File: config.mk
export PLATFORM = sky130hd
export DESIGN_NAME = cpu_ram_arbiter
export DESIGN_NICKNAME = d
export VERILOG_FILES = /design/src/rtl/cpu_ram_arb_pkg.sv /design/src/rtl/cpu_ram_rr_pick.sv /design/src/rtl/cpu_ram_arbiter.sv
export SDC_FILE = /design/constraint.sdc
export NUM_CORES = 1
export LEC_CHECK = 0
export CAP_MARGIN = 20
export CORE_MARGIN = 5
export CORE_UTILIZATION = 19
export CTS_CLUSTER_SIZE = 28
export DETAILED_ROUTE_END_ITERATION = 10
export PLACE_DENSITY = 0.8
export SLEW_MARGIN = 30
export SYNTH_ARGS = -nofsm -noshare
export SYNTH_HDL_FRONTEND = slang
export SYNTH_SLANG_ARGS = --single-unit
File: constraint.sdc
create_clock -name clk -period 1.9 [get_ports clk]
set_input_delay 0.57 -clock clk [delete_from_list [all_inputs] [get_ports clk]]
set_output_delay 0.57 -clock clk [all_outputs]
set_load 0.02 [all_outputs]
File: src/rtl/cpu_ram_arb_pkg.sv
`default_nettype none
// ============================================================================
// Module      : cpu_ram_arb_pkg
// Description : Shared definitions for the two-master CPU/RAM arbiter.
//               Holds the default RAM geometry, the master-id type and the
//               command record that is steered from the winning master to
//               the RAM port.
// Revision    : 1.0 - initial release
// ============================================================================
package cpu_ram_arb_pkg;

    localparam int c_DEFAULT_ADDR_W = 10;   // 1024-word RAM
    localparam int c_DEFAULT_DATA_W = 32;
    localparam int c_DEFAULT_BE_W   = c_DEFAULT_DATA_W / 8;

    // One bit is enough to name either of the two masters.
    typedef logic master_id_t;

    localparam master_id_t c_M0 = 1'b0;
    localparam master_id_t c_M1 = 1'b1;

    // Command presented to the RAM by whichever master holds the grant.
    typedef struct packed {
        logic [c_DEFAULT_ADDR_W-1:0] address;
        logic                        write;
        logic [c_DEFAULT_DATA_W-1:0] writedata;
        logic [c_DEFAULT_BE_W-1:0]   byteenable;
    } ram_cmd_t;

    // A master is requesting when it asserts either strobe; read+write
    // together is treated as a write by the command builder.
    function automatic logic is_request(input logic rd, input logic wr);
        return rd | wr;
    endfunction

endpackage
`default_nettype wire

File: src/rtl/cpu_ram_rr_pick.sv
`default_nettype none
// ============================================================================
// Module      : cpu_ram_rr_pick
// Description : Two-way round-robin grant selection, purely combinational.
//               A lone requester always wins; under contention the master
//               that did not win last time is picked.
// Ports       : i_req0/i_req1  - request from master 0 / master 1
//               i_last_grant   - id of the master granted most recently
//               o_valid        - some master is granted this cycle
//               o_grant        - id of the granted master (valid w/ o_valid)
// Revision    : 1.0 - initial release
// ============================================================================
module cpu_ram_rr_pick
    import cpu_ram_arb_pkg::*;
(
    input  logic       i_req0,
    input  logic       i_req1,
    input  master_id_t i_last_grant,
    output logic       o_valid,
    output master_id_t o_grant
);

    always_comb begin
        o_valid = i_req0 | i_req1;
        o_grant = c_M0;
        if (i_req0 && i_req1) begin
            o_grant = ~i_last_grant;
        end else if (i_req1) begin
            o_grant = c_M1;
        end
    end

endmodule
`default_nettype wire

File: src/rtl/cpu_ram_arbiter.sv
`default_nettype none
// ============================================================================
// Module      : cpu_ram_arbiter
// Description : Arbitrates two bus masters onto one single-port synchronous
//               RAM. One transaction is accepted per cycle with zero added
//               latency; contention is resolved round-robin. Reads return one
//               cycle after acceptance through a single pending-read register.
// Ports       : clk, reset_n            - clock, async active-low reset
//               m0_*/m1_*               - master ports (address, read, write,
//                                         writedata, byteenable, waitrequest,
//                                         readdata, readdatavalid)
//               ram_*                   - RAM port (address, chipselect,
//                                         write, writedata, byteenable,
//                                         readdata)
// Revision    : 1.0 - initial release
// ============================================================================
module cpu_ram_arbiter
    import cpu_ram_arb_pkg::*;
#(
    parameter int ADDR_W   = c_DEFAULT_ADDR_W,
    parameter int DATA_W   = c_DEFAULT_DATA_W,
    parameter int MAX_HOLD = 4
) (
    input  logic                clk,
    input  logic                reset_n,

    input  logic [ADDR_W-1:0]   m0_address,
    input  logic                m0_read,
    input  logic                m0_write,
    input  logic [DATA_W-1:0]   m0_writedata,
    input  logic [DATA_W/8-1:0] m0_byteenable,
    output logic                m0_waitrequest,
    output logic [DATA_W-1:0]   m0_readdata,
    output logic                m0_readdatavalid,

    input  logic [ADDR_W-1:0]   m1_address,
    input  logic                m1_read,
    input  logic                m1_write,
    input  logic [DATA_W-1:0]   m1_writedata,
    input  logic [DATA_W/8-1:0] m1_byteenable,
    output logic                m1_waitrequest,
    output logic [DATA_W-1:0]   m1_readdata,
    output logic                m1_readdatavalid,

    output logic [ADDR_W-1:0]   ram_address,
    output logic                ram_chipselect,
    output logic                ram_write,
    output logic [DATA_W-1:0]   ram_writedata,
    output logic [DATA_W/8-1:0] ram_byteenable,
    input  logic [DATA_W-1:0]   ram_readdata
);

    localparam int c_HOLD_W = $clog2(MAX_HOLD + 1);
    localparam logic [c_HOLD_W-1:0] c_HOLD_MAX = c_HOLD_W'(MAX_HOLD);

    // The command record is sized from the package defaults.
    if ((ADDR_W != c_DEFAULT_ADDR_W) || (DATA_W != c_DEFAULT_DATA_W)) begin : g_width_check
        $error("cpu_ram_arbiter: ADDR_W/DATA_W must match cpu_ram_arb_pkg defaults");
    end

    logic                r_last_grant;
    logic                r_pend_valid;
    master_id_t          r_pend_id;
    logic [c_HOLD_W-1:0] r_hold_cnt;

    logic       w_req0;
    logic       w_req1;
    logic       w_valid;
    master_id_t w_grant;
    logic       w_other_req;
    ram_cmd_t   w_cmd0;
    ram_cmd_t   w_cmd1;
    ram_cmd_t   w_cmd_sel;

    assign w_req0 = is_request(m0_read, m0_write);
    assign w_req1 = is_request(m1_read, m1_write);

    cpu_ram_rr_pick u_rr_pick (
        .i_req0       (w_req0),
        .i_req1       (w_req1),
        .i_last_grant (r_last_grant),
        .o_valid      (w_valid),
        .o_grant      (w_grant)
    );

    // Build both candidate commands and steer the winner to the RAM.
    // The write strobe alone decides direction, so read+write is a write.
    always_comb begin
        w_cmd0            = '0;
        w_cmd0.address    = m0_address;
        w_cmd0.write      = m0_write;
        w_cmd0.writedata  = m0_writedata;
        w_cmd0.byteenable = m0_byteenable;

        w_cmd1            = '0;
        w_cmd1.address    = m1_address;
        w_cmd1.write      = m1_write;
        w_cmd1.writedata  = m1_writedata;
        w_cmd1.byteenable = m1_byteenable;

        w_cmd_sel = (w_grant == c_M1) ? w_cmd1 : w_cmd0;
    end

    assign ram_chipselect = w_valid;
    assign ram_write      = w_valid & w_cmd_sel.write;
    assign ram_address    = w_cmd_sel.address;
    assign ram_writedata  = w_cmd_sel.writedata;
    assign ram_byteenable = w_cmd_sel.byteenable;

    // Only a master that asks and loses is stalled.
    assign m0_waitrequest = w_req0 & ~(w_valid & (w_grant == c_M0));
    assign m1_waitrequest = w_req1 & ~(w_valid & (w_grant == c_M1));

    // Read data is broadcast; only the strobe identifies the owner.
    assign m0_readdata      = ram_readdata;
    assign m1_readdata      = ram_readdata;
    assign m0_readdatavalid = r_pend_valid & (r_pend_id == c_M0);
    assign m1_readdatavalid = r_pend_valid & (r_pend_id == c_M1);

    assign w_other_req = (w_grant == c_M0) ? w_req1 : w_req0;

    always_ff @(posedge clk or negedge reset_n) begin
        if (!reset_n) begin
            r_last_grant <= c_M0;
            r_pend_valid <= 1'b0;
            r_pend_id    <= c_M0;
            r_hold_cnt   <= '0;
        end else begin
            // Pending-read register refills every cycle, so back-to-back
            // reads from either master stream without bubbles.
            r_pend_valid <= w_valid & ~w_cmd_sel.write;
            if (w_valid) begin
                r_last_grant <= w_grant;
                r_pend_id    <= w_grant;
            end

            // Consecutive wins by one master while the other waits.
            if (!w_valid || !w_other_req || (w_grant != r_last_grant)) begin
                r_hold_cnt <= '0;
            end else if (r_hold_cnt != c_HOLD_MAX) begin
                r_hold_cnt <= r_hold_cnt + 1'b1;
            end
        end
    end

    // Round-robin alone bounds starvation: a stalled master that keeps its
    // request up is served on the very next cycle, and no master can build
    // up MAX_HOLD back-to-back wins against a waiting peer.
    a_m0_served_next: assert property (@(posedge clk) disable iff (!reset_n)
        m0_waitrequest |=> !m0_waitrequest);
    a_m1_served_next: assert property (@(posedge clk) disable iff (!reset_n)
        m1_waitrequest |=> !m1_waitrequest);
    a_hold_bound: assert property (@(posedge clk) disable iff (!reset_n)
        r_hold_cnt < c_HOLD_MAX);

endmodule
`default_nettype wire

==> flow_summary.toml <==
[outcome]
status = "complete, but fails checks"
failed_checks = "setup timing"

[floorplan]
die_w_um = 95.92
floorplan.initialDensity = 0.1944
ios = 246
die_area_um2 = 9201
die_y_um = 95.92
core_region_area_um2 = 7214
num_rows = 31

[sta]
setup_viol = 47
fin_crit_ps = 2269
slew_headroom = 0.8477
setup_ws_ps = -368.7
fin_worst_skew_ps = 2.707
rsz0062_at_grt = "true"
finalCritPeriodShare = 1.194
worstMarginPinSlew_ps = 227.6
holdWs_ps = 533.0
achievable-frequency_ghz = 0.4408
finalHoldViolCount = 0
slew_viol_final = 0

[clocking]
cts_max_level = 1
numCtsBuffers = 3
clk_path_buf_depth = 2
root_buffer = "clkbuf_8"
clock-sinks = 2
postCtsHoldBufs = 0
cts.clk_slew.worst_paths_ps = 30
worstSkewPairLatency_ps = 210
cts_tree = "built"

[critical_path]
cp.arrival_ps = 1700
crit_path_start_kind = "input pin"
path_max_fanout = 6
end_kind = "primary output"
r2r_cells = 2
worstPathRequired_ps = 1330
timing_worst_setup_path_type = "input pin to primary output"

[synth]
synth_edf_count = 0
synthFlopType = "dfrtp_1"
syn_nets = 265
synth_top_area_cell = "mux2_4"
synth-seq-cells = 2
synth.distinct_cells = 17
yosysTopAreaCellShare = 0.4282
syn_avg_cell_area_um2 = 10.39
ys_seq_area_frac = 0.03568
synthTopCellsByArea = "mux2_4 43%, buf_4 34%, buf_12 5.7%"
synth_common_cells = "64 x buf_4, 40 x mux2_4, 6 x mux2_2"
synth.cell_area_um2 = 1403
synthCells = 135
yosysWarnings = 0
yosys.cell_count.top_type = "buf_4"
async_flop_share = 1.000

[power_and_ir_drop]
peakVddDrop_uv = 223.0
p_leak_uw = 0.001239
cellPowerDensity_nw_per_um2 = 533.1
p_clk_frac = 0.112
switching_share = 0.3598
p_seq_frac = 0.039
p_switching_uw = 520.1
power.internal_uw = 925.2
p_comb_frac = 0.849

[global_route]
grt_use_total = 0.1122
grt_pass1_vias = 1411
grt_pass1_wl_um = 7838
antenna_found_initial = 0
grt_max_degree = 13
overflow = 0

[layout]
nNetsFinal = 366
area_growth_pct = 93.31
fill_cells = 701
drive_gt1_frac = 0.5256
final-instance-count-excl-fill = 333
n_antenna_cell = 0
utilization = 0.3758

[placement]
dp_hpwl_um = 4988
numPortBuffers = 149
placed_cells = 325
finalWeightedCongestion = 0.7858

[flow_run]
maxCapViolCount = 0

[drt]
routed_wl_um = 6133
ant_nets = 0
via_per_inst = 3.880
via_count = 1292
drc = 0
first_pass_iters = 3
first_iter_violations = 17
wl_per_cell_um = 18.42

[min_path]
hp-class = "input pin to async pin"
==> metal layers <==
| layer | track usage | vias up | wire length [um] |
|---|---|---|---|
| li1 | - | 594 | - |
| met1 | 0.1032 | 579 | 1885 |
| met2 | 0.2131 | 90 | 3175 |
| met3 | 0.04066 | 29 | 834 |
| met4 | 0.05924 | 0 | 238 |
| met5 | 0 | - | 0 |
==> power groups by stage <==
stage	Clock, uW	Combinational [uW]	Sequential (uW)
final	162	1230	56.1
after global routing	175	1280	57.2
after CTS	169	1270	56.3
after detailed placement	0	1140	56.0
after floorplan	0	807	51.2
after global placement	0	1140	55.5
==> cell usage in the layout, fill, tap and decap left out, drive strengths merged <==
master / Yosys / layout
mux2: 46 / 46
clkdlybuf4s50: 0 / 93
nor2: 3 / 3
clkdlybuf4s15: 0 / 1
buf: 69 / 67
a21oi: 3 / 3
o31a: 1 / 1
nand2: 3 / 3
dlygate4sd2: 0 / 2
or2b: 1 / 1
and2b: 1 / 1
clkbuf: 0 / 5
nor2b: 1 / 1
dfrtp: 2 / 2
o21ai: 3 / 3
and2: 1 / 1
nor3: 1 / 1
==> cells by family after synthesis <==
family                 after synthesis  share of synthesized area
and+or+nand+nor                     11                    0.04015
AOI/OAI and AO/OA                    7                    0.04460
buffers and inverters               69                     0.4032
muxes                               46                     0.4764
DFF                                  2                    0.03568
==> worst max-delay path: stages <==
cell	delay (ps)
buf_8	100
o21ai_4	170
o21ai_4	110
buf_12	150
clkbuf_16	150
mux2_4	310
buf_6	130
==> what timing repair did <==
| action | 4_1_cts | 5_1_grt |
|---|---|---|
| buffers inserted | 6 | 1 |
| pin swaps | 3 | 2 |
| gates resized for setup | 298 | 15 |
| endpoints found under the setup margin | 52 | 50 |
| cloned | 2 | 1 |
==> sequential cells by signal, summed over array words and instances, names as in the netlist <==
| signal | cells |
|---|---|
| r_last_grant | 1 |
| r_pend_valid | 1 |
==> final timing paths <==
check | startpoint | endpoint | slack, ps
max reg2reg | r_last_grant$_DFFE_PN0N_ | r_last_grant$_DFFE_PN0N_ | 950
min reg2reg | r_last_grant$_DFFE_PN0N_ | r_last_grant$_DFFE_PN0N_ | 690
min | reset_n | r_last_grant$_DFFE_PN0N_ | 530
min in group clk | r_last_grant$_DFFE_PN0N_ | r_last_grant$_DFFE_PN0N_ | 690
max | m0_read | ram_writedata[14] | -370
max in group asynchronous | reset_n | r_pend_valid$_DFF_PN0_ | 1240
==> layout make-up <==
class / instances / area (um^2) / share of cell area
Sequential cell: 2 / 50.05 / 0.01846
Multi-Input combinational cell: 64 / 793.3 / 0.2926
Clock buffer: 3 / 41.29 / 0.01523
Timing Repair Buffer: 165 / 1703 / 0.6281
Tap cell: 99 / 123.9 / 0.04569
==> through the flow <==
| stage | instance area (um^2) | TNS [ps] | setup slack [ps] | total power [uW] |
|---|---|---|---|---|
| finish | 2711 | -14670 | -368.7 | 1445 |
| global route | 2711 | -16790 | -414.6 | 1511 |
| CTS | 2746 | -16910 | -430.1 | 1493 |
| detailed placement | 2570 | -53910 | -1145 | 1199 |
| global placement | 2570 | -52950 | -1129 | 1191 |
| floorplan | 1403 | -5844 | -138.7 | 858.0 |
Power figures use the tool's default switching activity.
